===== config.mk =====
export PLATFORM = sky130hd
export DESIGN_NAME = pattern_gen
export DESIGN_NICKNAME = d
export VERILOG_FILES = /design/src/rtl/pattern_gen.sv
export SDC_FILE = /design/constraint.sdc
export NUM_CORES = 1
export LEC_CHECK = 0
export CORE_ASPECT_RATIO = 0.7
export CORE_MARGIN = 2
export CORE_UTILIZATION = 47
export DETAILED_ROUTE_END_ITERATION = 10
export PLACE_DENSITY = 0.78
export SLEW_MARGIN = 15
export SYNTH_ARGS = -nofsm -noshare
export SYNTH_HDL_FRONTEND = slang
export SYNTH_SLANG_ARGS = --single-unit
export TNS_END_PERCENT = 10

===== constraint.sdc =====
create_clock -name clk -period 2.5 [get_ports clk]
set_clock_uncertainty 0.15 [all_clocks]
set_input_delay 0.5 -clock clk [delete_from_list [all_inputs] [get_ports clk]]
set_output_delay 0.5 -clock clk [all_outputs]
set_load 0.005 [all_outputs]

===== src/rtl/pattern_gen.sv =====
// pattern_gen: background pattern generator for the VGA demoscene pipeline.
// Consumes the timing block's pixel position / vsync and produces registered
// per-channel colour. Keeps a frame counter and a pattern mode that only ever
// changes on the rising edge of vsync, so a frame is never drawn in two modes.
module pattern_gen #(
  parameter int CB          = 2,    // colour bits per channel (1..4)
  parameter int POS_W       = 10,   // position / frame counter width
  parameter int AUTO_FRAMES = 120   // frames per mode in auto-cycle mode
) (
  input  logic              clk,
  input  logic              rst_n,
  input  logic [POS_W-1:0]  hpos,
  input  logic [POS_W-1:0]  vpos,
  input  logic              visible,
  input  logic              vsync,
  input  logic [3:0]        mode_sel,
  input  logic              auto_en,
  input  logic [3*CB-1:0]   solid_color,
  output logic [CB-1:0]     R,
  output logic [CB-1:0]     G,
  output logic [CB-1:0]     B,
  output logic [3:0]        mode,
  output logic [POS_W-1:0]  frame_cnt
);

  localparam int CW = 3 * CB;
  localparam int DW = (AUTO_FRAMES > 1) ? $clog2(AUTO_FRAMES) : 1;
  localparam logic [DW-1:0] DWELL_LAST = DW'(AUTO_FRAMES - 1);

  // Scroll patterns read mx/my bits up to 7 and stripes read CW bits of the
  // position, so these bounds keep every slice in range.
  if (CB < 1 || CB > 4 || CW > POS_W || POS_W < 8 || AUTO_FRAMES < 1) begin : g_bad_params
    $error("pattern_gen: illegal parameter combination");
  end

  typedef enum logic [3:0] {
    M_SOLID     = 4'd0,
    M_VSTRIPE   = 4'd1,
    M_HSTRIPE   = 4'd2,
    M_SCROLL_XP = 4'd3,
    M_SCROLL_XM = 4'd4,
    M_SCROLL_YP = 4'd5,
    M_SCROLL_YM = 4'd6,
    M_DIAG_PP   = 4'd7,
    M_DIAG_MP   = 4'd8,
    M_DIAG_PM   = 4'd9,
    M_DIAG_MM   = 4'd10,
    M_CHECKER   = 4'd11
  } mode_e;

  // Registered state
  logic              vsync_d;
  logic [POS_W-1:0]  frame_cnt_q;
  mode_e             mode_q;
  logic [DW-1:0]     dwell_q;
  logic [CW-1:0]     pix_q;

  // Combinational next-state / datapath
  logic              frame_tick;
  mode_e             mode_next;
  logic [DW-1:0]     dwell_next;
  logic [POS_W-1:0]  mx_add, mx_sub, my_add, my_sub;
  logic [CW-1:0]     pix_next;

  // Build a scroll-pattern word: channel c (R=0, G=1, B=2) takes src[5+c] as
  // its MSB and replicates fill_bit into the remaining CB-1 bits.
  function automatic logic [CW-1:0] scroll_word(input logic [POS_W-1:0] src,
                                                input logic             fill_bit);
    logic [CW-1:0] w;
    w = '0;
    for (int c = 0; c < 3; c++) begin
      w[(3-c)*CB-1] = src[5+c];
      for (int k = 0; k < CB-1; k++) begin
        w[(2-c)*CB+k] = fill_bit;
      end
    end
    return w;
  endfunction

  assign frame_tick = vsync & ~vsync_d;

  // Decide the mode and dwell count to load on the next frame tick.
  always_comb begin
    // NOTE: every output of a combinational block gets a default up front so
    // no path leaves it unassigned, which would otherwise infer a latch.
    mode_next  = mode_q;
    dwell_next = dwell_q;
    if (!auto_en) begin
      mode_next  = (mode_sel <= 4'd11) ? mode_e'(mode_sel) : M_SOLID;
      dwell_next = '0;
    end else if (dwell_q == DWELL_LAST) begin
      dwell_next = '0;
      mode_next  = (mode_q >= M_CHECKER) ? M_SOLID : mode_e'(mode_q + 4'd1);
    end else begin
      dwell_next = dwell_q + DW'(1);
    end
  end

  // Scrolled coordinates, using the frame count registered before this edge.
  always_comb begin
    mx_add = hpos + frame_cnt_q;
    mx_sub = hpos - frame_cnt_q;
    my_add = vpos + frame_cnt_q;
    my_sub = vpos - frame_cnt_q;
  end

  // Pattern decode for the current pixel; blanked outside the active region.
  always_comb begin
    pix_next = '0;
    case (mode_q)
      M_SOLID:     pix_next = solid_color;
      M_VSTRIPE:   pix_next = hpos[CW-1:0];
      M_HSTRIPE:   pix_next = vpos[CW-1:0];
      M_SCROLL_XP: pix_next = scroll_word(mx_add, vpos[2]);
      M_SCROLL_XM: pix_next = scroll_word(mx_sub, vpos[2]);
      M_SCROLL_YP: pix_next = scroll_word(my_add, vpos[2]);
      M_SCROLL_YM: pix_next = scroll_word(my_sub, vpos[2]);
      M_DIAG_PP:   pix_next = scroll_word(my_add, mx_add[2]);
      M_DIAG_MP:   pix_next = scroll_word(my_add, mx_sub[2]);
      M_DIAG_PM:   pix_next = scroll_word(my_sub, mx_add[2]);
      M_DIAG_MM:   pix_next = scroll_word(my_sub, mx_sub[2]);
      M_CHECKER:   pix_next = (hpos[5] ^ vpos[5]) ? solid_color : ~solid_color;
      default:     pix_next = '0;
    endcase
    if (!visible) begin
      pix_next = '0;
    end
  end

  // Frame/mode state and registered colour; reset dominates everything.
  always_ff @(posedge clk) begin
    // NOTE: state is updated with non-blocking assignments so every register
    // samples the pre-edge values, e.g. the pixel uses the old mode on a tick.
    if (!rst_n) begin
      vsync_d     <= 1'b0;
      frame_cnt_q <= '0;
      mode_q      <= M_SOLID;
      dwell_q     <= '0;
      pix_q       <= '0;
    end else begin
      vsync_d <= vsync;
      if (frame_tick) begin
        frame_cnt_q <= frame_cnt_q + POS_W'(1);
        mode_q      <= mode_next;
        dwell_q     <= dwell_next;
      end
      pix_q <= pix_next;
    end
  end

  assign R         = pix_q[3*CB-1:2*CB];
  assign G         = pix_q[2*CB-1:CB];
  assign B         = pix_q[CB-1:0];
  assign mode      = mode_q;
  assign frame_cnt = frame_cnt_q;

endmodule


==> results.tsv, run 1 <==
metric	value	unit
netlist.top_cell.by_area	sky130_fd_sc_hd__dfxtp_1	
critPathCaptureType	register	
net_count_of_the_mapped_netlist	380	
die-width	91.7	µm
core	5230	µm²
tritoncts.num_buffers	3	
cts_setup_buffers	0	
areaGrowthSynthToFinish	38.0	%
irDropWorstVdd	0.264	mV
grt_max_degree	19	
number_of_antenna_violations_at_the_first_check_in_global_routing	0	
sequential_share_of_the_synthesized_area	22.1	%
cts.reportedPaths.clkPinSlew	110	ps
num_rows	22	
hold_viol	0	
final.period_utilization	98.2	%
async_reset_ff_share	0	%
synth.ff_latch_count	28	
synth.cells.most_frequent	sky130_fd_sc_hd__ha_1 (30), sky130_fd_sc_hd__nand2_1 (29), sky130_fd_sc_hd__dfxtp_1 (28), sky130_fd_sc_hd__nor2_1 (24), sky130_fd_sc_hd__xnor2_1 (23)	
synth_ff_type	sky130_fd_sc_hd__dfxtp_1	
route.detailed.wl_per_inst	16.0	µm
gp_routability_congestion	0.909	
vias_in_the_first_global_route	2444	
final-setup-viol-count	0	
syn_area_per_cell	8.04	µm²
clkSinkCount	28	
grt_first_pass_wirelength	12100	µm
yosys_warnings	0	
synth_area	2530	µm²
grtUsageTotal	25.0	%
yosysTopAreaCellShare	22.1	%
power_density	347	nW/µm²
final_cells	465	
route.vias.total	2640	
synthMostInstantiatedCell	sky130_fd_sc_hd__ha_1	
ys_types	58	
fin_worst_hold_slack	342	ps
detailed_place_hpwl	5660	µm
worst-endpoint-arrival	2520	ps
num-nets-final	459	
numPlacedInstances	461	
wl	7460	µm
report.final.slew_viol_count	0	
maxSlewHeadroom	69.1	%
fp.dieArea	6000	µm²
worstSetupPathType	in2reg	
die_h	65.4	µm
detail_route.iter0.violations	224	
yosys-top-cells-area	sky130_fd_sc_hd__dfxtp_1 (22%), sky130_fd_sc_hd__ha_1 (15%), sky130_fd_sc_hd__xnor2_1 (8.0%)	
h-tree-depth	1	
drive_gt1_share	15.5	%
pin_count	55	
drt-vias-per-instance	5.68	
layout.filler_cells	421	
number_of_buffers_between_clock_root_and_the_deepest_sink	2	
num_antenna_cells	0	
worstSetupStartpointType	primary input	
syn_inst	315	
cts_root_cell	sky130_fd_sc_hd__clkbuf_8	
critPathMaxFanout	5	
drv_cap	0	
maxClockFrequency	407	MHz
io_buffer_count	50	
p_leak	1.45	nW
drc_errors	0	
actual_slew_at_the_worst_max_slew_pin	462	ps
outcome	finished clean	
setup_tns	0	ps
drt_pass1_iterations	5	
final_util	66.8	%
cp_data_required_time	2570	ps
antenna_violating_nets_post_route	0	
globalRoute.totalOverflow	0	
synth-edff-count	0	
hp-class	reg2reg	
period_minus_slack	2450	ps
starting_density_of_the_core	48.4	%
clk_latency	290	ps
cts_tree	yes	
-- kinds of logic (layout without fill, tap and decap cells) --
group / Yosys count / count (layout) / share of synthesized area (%)
compound gates: 86 / 86 / 25.2
xor+xnor: 28 / 28 / 9.98
fa+ha+maj: 30 / 30 / 14.8
buf+inv: 32 / 110 / 5.39
flops: 28 / 28 / 22.1
mux: 1 / 1 / 0.445
simple gates: 110 / 110 / 22.0
-- final cells by class --
class                      count  area, µm²  share of cell area (%)
clock buffer                   3       41.3                    1.18
clock inverter                 1       30.0                   0.859
inverter                      16       60.1                    1.72
multi-input combinational    255       1910                    54.6
sequential                    28        563                    16.1
tap                           72       90.1                    2.58
timing repair buffer          90        803                    23.0
-- report_power, final --
| part | switching [W] | leakage (nW) | internal, W |
|---|---|---|---|
| Combinational | 0.000166 | 1.19 | 0.000190 |
| Sequential | 0.0000160 | 0.228 | 0.000461 |
| Clock | 0.000163 | 0.0357 | 0.000215 |
-- through the flow --
step | setup WS (ps) | instance area [µm²] | power (W)
after floorplan | 120 | 2530 | 0.000658
after global placement | -476 | 3350 | 0.000812
after detailed placement | -507 | 3350 | 0.000820
after CTS | -21.4 | 3440 | 0.00119
after global routing | -2.42 | 3490 | 0.00127
final | 45.5 | 3490 | 0.00121
-- worst paths after layout --
kind / cells past startpoint / from / slack (ps) / endpoint
worst max-delay path: 8 / vpos[2] / 50 / pix_q[1]$_SDFF_PN0_
worst min-delay path: 2 / dwell_q[1]$_SDFFE_PN0P_ / 340 / dwell_q[1]$_SDFFE_PN0P_
worst max register to register: 7 / mode[1]$_SDFFE_PN0P_ / 130 / pix_q[0]$_SDFF_PN0_
worst min register to register: 2 / dwell_q[1]$_SDFFE_PN0P_ / 340 / dwell_q[1]$_SDFFE_PN0P_
-- repair_timing --
item | CTS | global route
hold buffers | 0 | 0
cloned | 0 | 0
setup endpoints to repair | 4 | 4
pin swaps | 3 | 2
gates resized for setup | 5 | 10
-- flip-flops by register name (all words and copies together) (netlist names) --
register,flops
dwell_q,7
frame_cnt,10
mode,4
pix_q,6
vsync_d,1
-- per-layer routing --
metal  vias to the layer above  global-route usage [%]  wire length [µm]
li1                       1294                       -                 -
met4                         0                    3.36                58
met3                         8                    4.01               576
met1                      1215                    36.1              3580
met5                         -                       0                 0
met2                       123                    40.3              3240
-- critical path, cell delays in order --
cell and delay [ps]:
sky130_fd_sc_hd__dlygate4sd2_1 330, sky130_fd_sc_hd__ha_4 310, sky130_fd_sc_hd__nor2b_1 40, sky130_fd_sc_hd__a311o_1 370
sky130_fd_sc_hd__a211o_1 290, sky130_fd_sc_hd__a21oi_2 140, sky130_fd_sc_hd__mux2_1 340, sky130_fd_sc_hd__a41oi_1 190
-- cells in the final DEF (no fill, tap or decap), types with 3 or more instances in the layout --
cell type and n:
sky130_fd_sc_hd__clkbuf_8 3, sky130_fd_sc_hd__buf_4 40, sky130_fd_sc_hd__nor3_1 8, sky130_fd_sc_hd__xor2_1 4, sky130_fd_sc_hd__nand2_1 29, sky130_fd_sc_hd__clkdlybuf4s50_1 46, sky130_fd_sc_hd__o21ai_1 4, sky130_fd_sc_hd__xnor2_1 23
sky130_fd_sc_hd__inv_1 16, sky130_fd_sc_hd__a21o_1 7, sky130_fd_sc_hd__and3_1 4, sky130_fd_sc_hd__ha_1 27, sky130_fd_sc_hd__ha_4 3, sky130_fd_sc_hd__o21ai_0 9, sky130_fd_sc_hd__a221o_1 5, sky130_fd_sc_hd__nand2b_1 4
sky130_fd_sc_hd__nand3_1 9, sky130_fd_sc_hd__a222oi_1 4, sky130_fd_sc_hd__a21oi_1 15, sky130_fd_sc_hd__nor2_1 24, sky130_fd_sc_hd__a211oi_1 4, sky130_fd_sc_hd__and2_1 15, sky130_fd_sc_hd__nor2b_1 6, sky130_fd_sc_hd__dfxtp_1 26
sky130_fd_sc_hd__a31oi_1 6
Note: power is estimated with default switching activity, not from simulation.
==> inputs of run 2 (changes only) <==
--- a/config.mk
+++ b/config.mk
@@ -5,9 +5,10 @@
 export SDC_FILE = /design/constraint.sdc
 export NUM_CORES = 1
 export LEC_CHECK = 0
+export ABC_AREA = 1
 export CORE_ASPECT_RATIO = 0.7
 export CORE_MARGIN = 2
-export CORE_UTILIZATION = 47
+export CORE_UTILIZATION = 48
 export DETAILED_ROUTE_END_ITERATION = 10
 export PLACE_DENSITY = 0.78
 export SLEW_MARGIN = 15
==> results.tsv, run 2 <==
metric	value	unit	change
fp.dieArea	6540	µm²	+9.0%
worstPathCellList	clkdlybuf4s50_1 > ha_1 > nor2_1 > nand2_1 > nor2_1 > nand2_1 > nand2_1 > nand2_1 > nand3_1 > nand2_1 > nor2_1 > a21oi_1		
tritoncts.num_buffers	3		unchanged
synth_simple_gate_area_share	38.0	%	+16 points
synthMostInstantiatedCell	sky130_fd_sc_hd__nand2_1		
synth_compound_gate_area_share	14.3	%	-11 points
yosysTopAreaCellShare	19.8	%	-2.3 points
cp_top_family	simple AND/OR/NAND/NOR gates		
areaGrowthSynthToFinish	27.4	%	
drc_errors	0		unchanged
h-tree-depth	1		unchanged
period_minus_slack	2290	ps	-167 ps
synthAdderAreaFrac	13.3	%	-1.6 points
die_h	68.3	µm	+4.3%
io_buffer_count	50		unchanged
hp-class	reg2reg		
timing.critical_path.depth	12		+4
actual_slew_at_the_worst_max_slew_pin	482	ps	+19.9 ps
final.period_utilization	91.5	%	-6.7 points
cpMaxStageDelayCell	sky130_fd_sc_hd__clkdlybuf4s50_1		
synth.ff_latch_count	28		unchanged
clk_latency	280	ps	about the same
cts_resized	0		-5
synth.cells.most_frequent	sky130_fd_sc_hd__nand2_1 (110), sky130_fd_sc_hd__inv_1 (78), sky130_fd_sc_hd__nand3_1 (45), sky130_fd_sc_hd__nor2_1 (41), sky130_fd_sc_hd__ha_1 (30)		
maxClockFrequency	437	MHz	+7.3%
detail_route.iter0.violations	266		+19%
final_common_cell	sky130_fd_sc_hd__nand2_1		
r2r_end	pix_q[3]$_SDFF_PN0_		
synth_mux_area_share	0	%	-0.44 points
starting_density_of_the_core	49.7	%	+1.3 points
route.vias.total	3132		+19%
detailed_place_hpwl	6770	µm	+20%
final-setup-viol-count	0		unchanged
worstSetupPathType	in2reg		
vias_in_the_first_global_route	2714		+11%
hold_viol	0		unchanged
report.final.slew_viol_count	0		unchanged
critPathCaptureType	register		
netlist.top_cell.by_area	sky130_fd_sc_hd__dfxtp_1		
grt_first_pass_wirelength	12600	µm	+4.6%
dominant_combinational_cell_family_by_area_after_synthesis	simple AND/OR/NAND/NOR gates		
ys_types	38		-34%
drv_cap	0		unchanged
worstReg2RegStart	frame_cnt[5]$_SDFFE_PN0P_		
num_rows	23		+4.5%
critPathMaxFanout	5		unchanged
net_count_of_the_mapped_netlist	526		+38%
num_antenna_cells	0		unchanged
maxSlewHeadroom	67.9	%	-1.2 points
number_of_antenna_violations_at_the_first_check_in_global_routing	0		unchanged
grt_max_degree	16		-3
critical_path.most_common_cell	sky130_fd_sc_hd__nand2_1		
worstSetupStartpointType	primary input		
final_cell_mix	sky130_fd_sc_hd__nand2_1 (110), sky130_fd_sc_hd__inv_1 (78), sky130_fd_sc_hd__clkdlybuf4s50_1 (50), sky130_fd_sc_hd__nand3_1 (45), sky130_fd_sc_hd__nor2_1 (41)		
critical_path.n_buffers_inverters	1		unchanged
min_path_cells	2		unchanged
reg_to_reg_setup_timing_slack	410	ps	+280 ps
core	5700	µm²	+8.9%
synth_ff_type	sky130_fd_sc_hd__dfxtp_1		
synth_area	2830	µm²	+12%
setup_slack	212	ps	+167 ps
cp_data_required_time	2510	ps	-60 ps
worst-r2r-cell-count	11		+4
sequential_share_of_the_synthesized_area	19.8	%	-2.3 points
max_stage_delay	470	ps	+100 ps
layout.filler_cells	529		+26%
synth_xor_area_share	1.86	%	-8.1 points
num-nets-final	597		+30%
drt_pass1_iterations	5		unchanged
synth-edff-count	0		unchanged
pin_count	55		unchanged
drive_gt1_share	10.5	%	-5.0 points
largest_register_ff_count	10		unchanged
hold_sp	dwell_q[1]$_SDFFE_PN0P_		
globalRoute.totalOverflow	0		unchanged
drt-vias-per-instance	5.17		-9.0%
unrepaired_setup_endpoints_after_global_routing	false		
min_to	dwell_q[1]$_SDFFE_PN0P_		
syn_area_per_cell	6.14	µm²	-24%
cts.reportedPaths.clkPinSlew	100	ps	about the same
antenna_violating_nets_post_route	0		unchanged
cts_root_cell	sky130_fd_sc_hd__clkbuf_8		
die-width	95.8	µm	+4.4%
route.detailed.wl_per_inst	13.2	µm	-18%
clkSinkCount	28		unchanged
yosys-top-cells-area	sky130_fd_sc_hd__dfxtp_1 (20%), sky130_fd_sc_hd__nand2_1 (15%), sky130_fd_sc_hd__ha_1 (13%)		
syn_inst	461		+46%
grtUsageTotal	25.0	%	+0.056 points
place_ws	-46.1	ps	+461 ps
number_of_buffers_between_clock_root_and_the_deepest_sink	2		unchanged
power_density	325	nW/µm²	-6.2%
worst-endpoint-arrival	2300	ps	-220 ps
async_reset_ff_share	0	%	unchanged
setup_tns	0	ps	unchanged
post_cts_hold_buffer_count	0		unchanged
gp_routability_congestion	0.963		+6.0%
cts_tree	yes		
critPathLaunch	vpos[4]		
cts_setup_buffers	0		unchanged
wl	8000	µm	+7.2%
totalPowerFinal	0.00117	W	-3.3%
outcome	finished clean		
p_leak	1.74	nW	+19%
yosys_warnings	0		unchanged
irDropWorstVdd	0.290	mV	+9.9%
## run 2: cell count changes after synthesis, moves of 7 or more
| cell | before | now |
|---|---|---|
| sky130_fd_sc_hd__nand2_1 | 29 | 110 |
| sky130_fd_sc_hd__inv_1 | 16 | 78 |
| sky130_fd_sc_hd__nand3_1 | 9 | 45 |
| sky130_fd_sc_hd__xnor2_1 | 23 | 0 |
| sky130_fd_sc_hd__nor2_1 | 24 | 41 |
| sky130_fd_sc_hd__and2_1 | 15 | 0 |
| sky130_fd_sc_hd__a21oi_1 | 16 | 28 |
| sky130_fd_sc_hd__a21o_1 | 7 | 0 |
| sky130_fd_sc_hd__clkbuf_1 | 8 | 1 |
| sky130_fd_sc_hd__inv_2 | 0 | 7 |
| sky130_fd_sc_hd__o21ai_0 | 9 | 16 |
## run 2: area by class of cell
cell class | instances | area, µm² | area share (%)
multi-input combinational | 341 | 1910 | 52.9
tap | 75 | 93.8 | 2.60
timing repair buffer | 71 | 658 | 18.3
sequential | 28 | 561 | 15.5
clock buffer | 4 | 55.1 | 1.53
inverter | 87 | 330 | 9.16
## run 2: where the power goes
group | total, W | leakage, nW | switching [W] | internal, W
logic | 0.000407 | 1.48 | 0.000228 | 0.000179
clock network | 0.000285 | 0.0288 | 0.000144 | 0.000141
registers | 0.000479 | 0.228 | 0.0000160 | 0.000463
total | 0.00117 | 1.74 | 0.000388 | 0.000784
## run 2: layer usage
| metal | wire [µm] | vias to the layer above | share of wire, % | track usage, % |
|---|---|---|---|---|
| li1 | - | 1626 | - | - |
| met1 | 3940 | 1394 | 49 | 36.8 |
| met2 | 3400 | 106 | 43 | 40.4 |
| met3 | 612 | 6 | 7.7 | 3.30 |
| met4 | 41 | 0 | 0.51 | 2.32 |
| met5 | 0 | - | 0 | 0 |
## run 2: stage by stage
stage	cell area, µm²	instances	hold WS (ps)	utilization, %
6_report	3610	606	349	63.3
5_1_grt	3610	606	356	63.3
4_1_cts	3610	606	347	63.3
3_5_place_dp	3550	602	331	62.3
3_3_place_gp	3550	602	310	62.3
2_1_floorplan	2830	461	311	-
## run 2: worst min-delay path, stage by stage, from the launching register on
cell,delay (ps)
sky130_fd_sc_hd__dfxtp_1,340
sky130_fd_sc_hd__nand2_1,70
sky130_fd_sc_hd__a21oi_1,50
## run 2: cell families after synthesis
kind of cell,after synthesis
compound gates,70
xor+xnor,6
fa+ha+maj,30
buf+inv,92
flops,28
simple gates,235
## run 2: worst max-delay path by stage
stage | end
floorplan | pix_q[3]$_SDFF_PN0_
global placement | pix_q[1]$_SDFF_PN0_
detailed placement | pix_q[1]$_SDFF_PN0_
CTS | pix_q[1]$_SDFF_PN0_
global route | pix_q[3]$_SDFF_PN0_
finish | pix_q[1]$_SDFF_PN0_
==> inputs of run 3 (changes only) <==
--- a/config.mk
+++ b/config.mk
@@ -8,9 +8,9 @@
 export ABC_AREA = 1
 export CORE_ASPECT_RATIO = 0.7
 export CORE_MARGIN = 2
-export CORE_UTILIZATION = 48
+export CORE_UTILIZATION = 53
 export DETAILED_ROUTE_END_ITERATION = 10
-export PLACE_DENSITY = 0.78
+export PLACE_DENSITY = 0.81
 export SLEW_MARGIN = 15
 export SYNTH_ARGS = -nofsm -noshare
 export SYNTH_HDL_FRONTEND = slang
==> constraint.sdc (replaced) <==
create_clock -name clk -period 2.29 [get_ports clk]
set_clock_uncertainty 0.15 [all_clocks]
set_input_delay 0.458 -clock clk [delete_from_list [all_inputs] [get_ports clk]]
set_output_delay 0.458 -clock clk [all_outputs]
set_load 0.005 [all_outputs]
==> results.tsv, run 3 (synthesis gave the netlist of run 2 again) <==
metric	value	unit	change
cts_root_cell	sky130_fd_sc_hd__clkbuf_8		
timing.critical_path.depth	8		-4
maxClockFrequency	457	MHz	
p_leak	1.81	nW	+4.2%
cts_resized	0		unchanged
final_cell_mix	sky130_fd_sc_hd__nand2_1 (110), sky130_fd_sc_hd__inv_1 (78), sky130_fd_sc_hd__clkdlybuf4s50_1 (50), sky130_fd_sc_hd__nand3_1 (45), sky130_fd_sc_hd__nor2_1 (41)		
final-setup-viol-count	0		unchanged
hp-class	reg2reg		
final.period_utilization	95.6	%	
pin_count	55		unchanged
antenna_violating_nets_post_route	0		unchanged
globalRoute.totalOverflow	0		unchanged
min_to	frame_cnt[9]$_SDFFE_PN0P_		
cts_tree	yes		
num-nets-final	614		+2.8%
post_cts_hold_buffer_count	0		unchanged
drv_cap	0		unchanged
unrepaired_setup_endpoints_after_global_routing	true		
setup_slack	99.8	ps	-113 ps
final_common_cell	sky130_fd_sc_hd__nand2_1		
violations_in_the_final_reports	DRC		
route.detailed.wl_per_inst	13.5	µm	+2.0%
detailed_place_hpwl	7040	µm	+3.9%
grt_max_degree	15		-1
largest_register_ff_count	10		unchanged
critPathCaptureType	register		
worstPathCellList	clkdlybuf4s50_1 > ha_1 > nor3_1 > nand2_1 > nand3_1 > nand2_1 > nor2_1 > nor2_1		
reg_to_reg_setup_timing_slack	260	ps	-150 ps
die_h	65.2	µm	-4.5%
actual_slew_at_the_worst_max_slew_pin	453	ps	-28.9 ps
critical_path.n_buffers_inverters	1		unchanged
cts.reportedPaths.clkPinSlew	90	ps	about the same
critPathMaxFanout	4		-1
num_rows	22		-4.3%
power_density	338	nW/µm²	+3.9%
fp.dieArea	5950	µm²	-9.0%
r2r_end	pix_q[1]$_SDFF_PN0_		
cpMaxStageDelayCell	sky130_fd_sc_hd__clkdlybuf4s50_1		
grtUsageTotal	29.0	%	+4.0 points
final_util	71.5	%	+8.2 points
drt-vias-per-instance	5.21		+0.90%
worst-r2r-cell-count	11		unchanged
gp_routability_congestion	0.933		-3.1%
worstSetupPathType	in2reg		
irDropWorstVdd	0.253	mV	-13%
grt_first_pass_wirelength	13800	µm	+8.8%
worstSetupStartpointType	primary input		
drive_gt1_share	13.5	%	+3.0 points
number_of_buffers_between_clock_root_and_the_deepest_sink	2		unchanged
drt_pass1_iterations	7		+2
cp_data_required_time	2310	ps	-200 ps
tritoncts.num_buffers	3		unchanged
die-width	91.4	µm	-4.6%
vias_in_the_first_global_route	2962		+9.1%
cp_top_family	simple AND/OR/NAND/NOR gates		
clkSinkCount	28		unchanged
starting_density_of_the_core	54.4	%	+4.7 points
period_minus_slack	2190	ps	
areaGrowthSynthToFinish	31.4	%	
num_antenna_cells	0		unchanged
max_stage_delay	510	ps	+40 ps
worstReg2RegStart	frame_cnt[6]$_SDFFE_PN0P_		
core	5200	µm²	-8.7%
report.final.slew_viol_count	0		unchanged
worst-endpoint-arrival	2210	ps	-90 ps
io_buffer_count	50		unchanged
detail_route.iter0.violations	215		-19%
outcome	complete, but fails checks		
totalPowerFinal	0.00126	W	+7.2%
clk_latency	270	ps	about the same
route.vias.total	3228		+3.1%
place_ws	-165	ps	-119 ps
number_of_antenna_violations_at_the_first_check_in_global_routing	0		unchanged
min_path_cells	2		unchanged
fin_worst_hold_slack	334	ps	-15.0 ps
hold_sp	frame_cnt[9]$_SDFFE_PN0P_		
h-tree-depth	1		unchanged
wl	8340	µm	+4.2%
maxSlewHeadroom	69.8	%	+1.9 points
hold_viol	0		unchanged
drc_errors	1		+1
cts_setup_buffers	0		unchanged
-- run 3: cell count changes in the layout (fill, tap and decap cells not counted) --
cell                       delta
sky130_fd_sc_hd__ha_2         +2
sky130_fd_sc_hd__ha_1         -2
sky130_fd_sc_hd__o21ai_1      +1
sky130_fd_sc_hd__clkbuf_8     -1
sky130_fd_sc_hd__o21ai_0      -1
sky130_fd_sc_hd__buf_4       +17
-- run 3: through the flow --
step           cell area, µm²  TNS (ps)  cells
4_1_cts                  3720         0    619
2_1_floorplan            2830         0    461
3_3_place_gp             3670      -443    616
5_1_grt                  3720     -31.9    619
6_report                 3720         0    619
3_5_place_dp             3670      -578    616
-- run 3: worst reg2reg max path, stage by stage, from the launching register on --
cell	delay, ps
sky130_fd_sc_hd__dfxtp_1	420
sky130_fd_sc_hd__inv_1	140
sky130_fd_sc_hd__ha_1	410
sky130_fd_sc_hd__inv_2	50
sky130_fd_sc_hd__nand2_1	50
sky130_fd_sc_hd__nand2_1	50
sky130_fd_sc_hd__a21oi_1	210
sky130_fd_sc_hd__nand3_1	110
sky130_fd_sc_hd__nand3_1	90
sky130_fd_sc_hd__nand2_1	70
sky130_fd_sc_hd__nor2_1	90
sky130_fd_sc_hd__a21oi_1	70
-- run 3: how the worst max path moves through the flow --
stage                                         start             endpoint
after global placement                      vpos[5]  pix_q[3]$_SDFF_PN0_
after detailed placement                    hpos[3]  pix_q[5]$_SDFF_PN0_
final                                       hpos[3]  pix_q[5]$_SDFF_PN0_
after CTS                                   vpos[5]  pix_q[3]$_SDFF_PN0_
after floorplan           frame_cnt[4]$_SDFFE_PN0P_  pix_q[3]$_SDFF_PN0_
after global routing                        hpos[3]  pix_q[5]$_SDFF_PN0_
-- run 3: power breakdown --
part / leakage, nW / total [W] / internal [W] / switching (W)
Sequential: 0.228 / 0.000524 / 0.000506 / 0.0000184
Clock: 0.0216 / 0.000260 / 0.000118 / 0.000142
Combinational: 1.56 / 0.000472 / 0.000213 / 0.000259
Total: 1.81 / 0.00126 / 0.000837 / 0.000420
-- run 3: final cells by class --
| type | count | area [µm²] |
|---|---|---|
| Timing Repair Buffer | 88 | 786 |
| Clock buffer | 3 | 41.3 |
| Tap cell | 72 | 90.1 |
| Multi-Input combinational cell | 341 | 1910 |
| Inverter | 87 | 330 |
| Fill cell | 472 | 1480 |
| Sequential cell | 28 | 561 |
-- run 3: routing by layer --
layer	track usage, %	part of all wire, %	vias to the layer above	routed length, µm
li1	-	-	1655	-
met4	4.73	0.89	0	74
met5	0	0	-	0
met2	47.8	42	112	3520
met1	37.7	48	1452	3960
met3	10.1	9.4	9	783
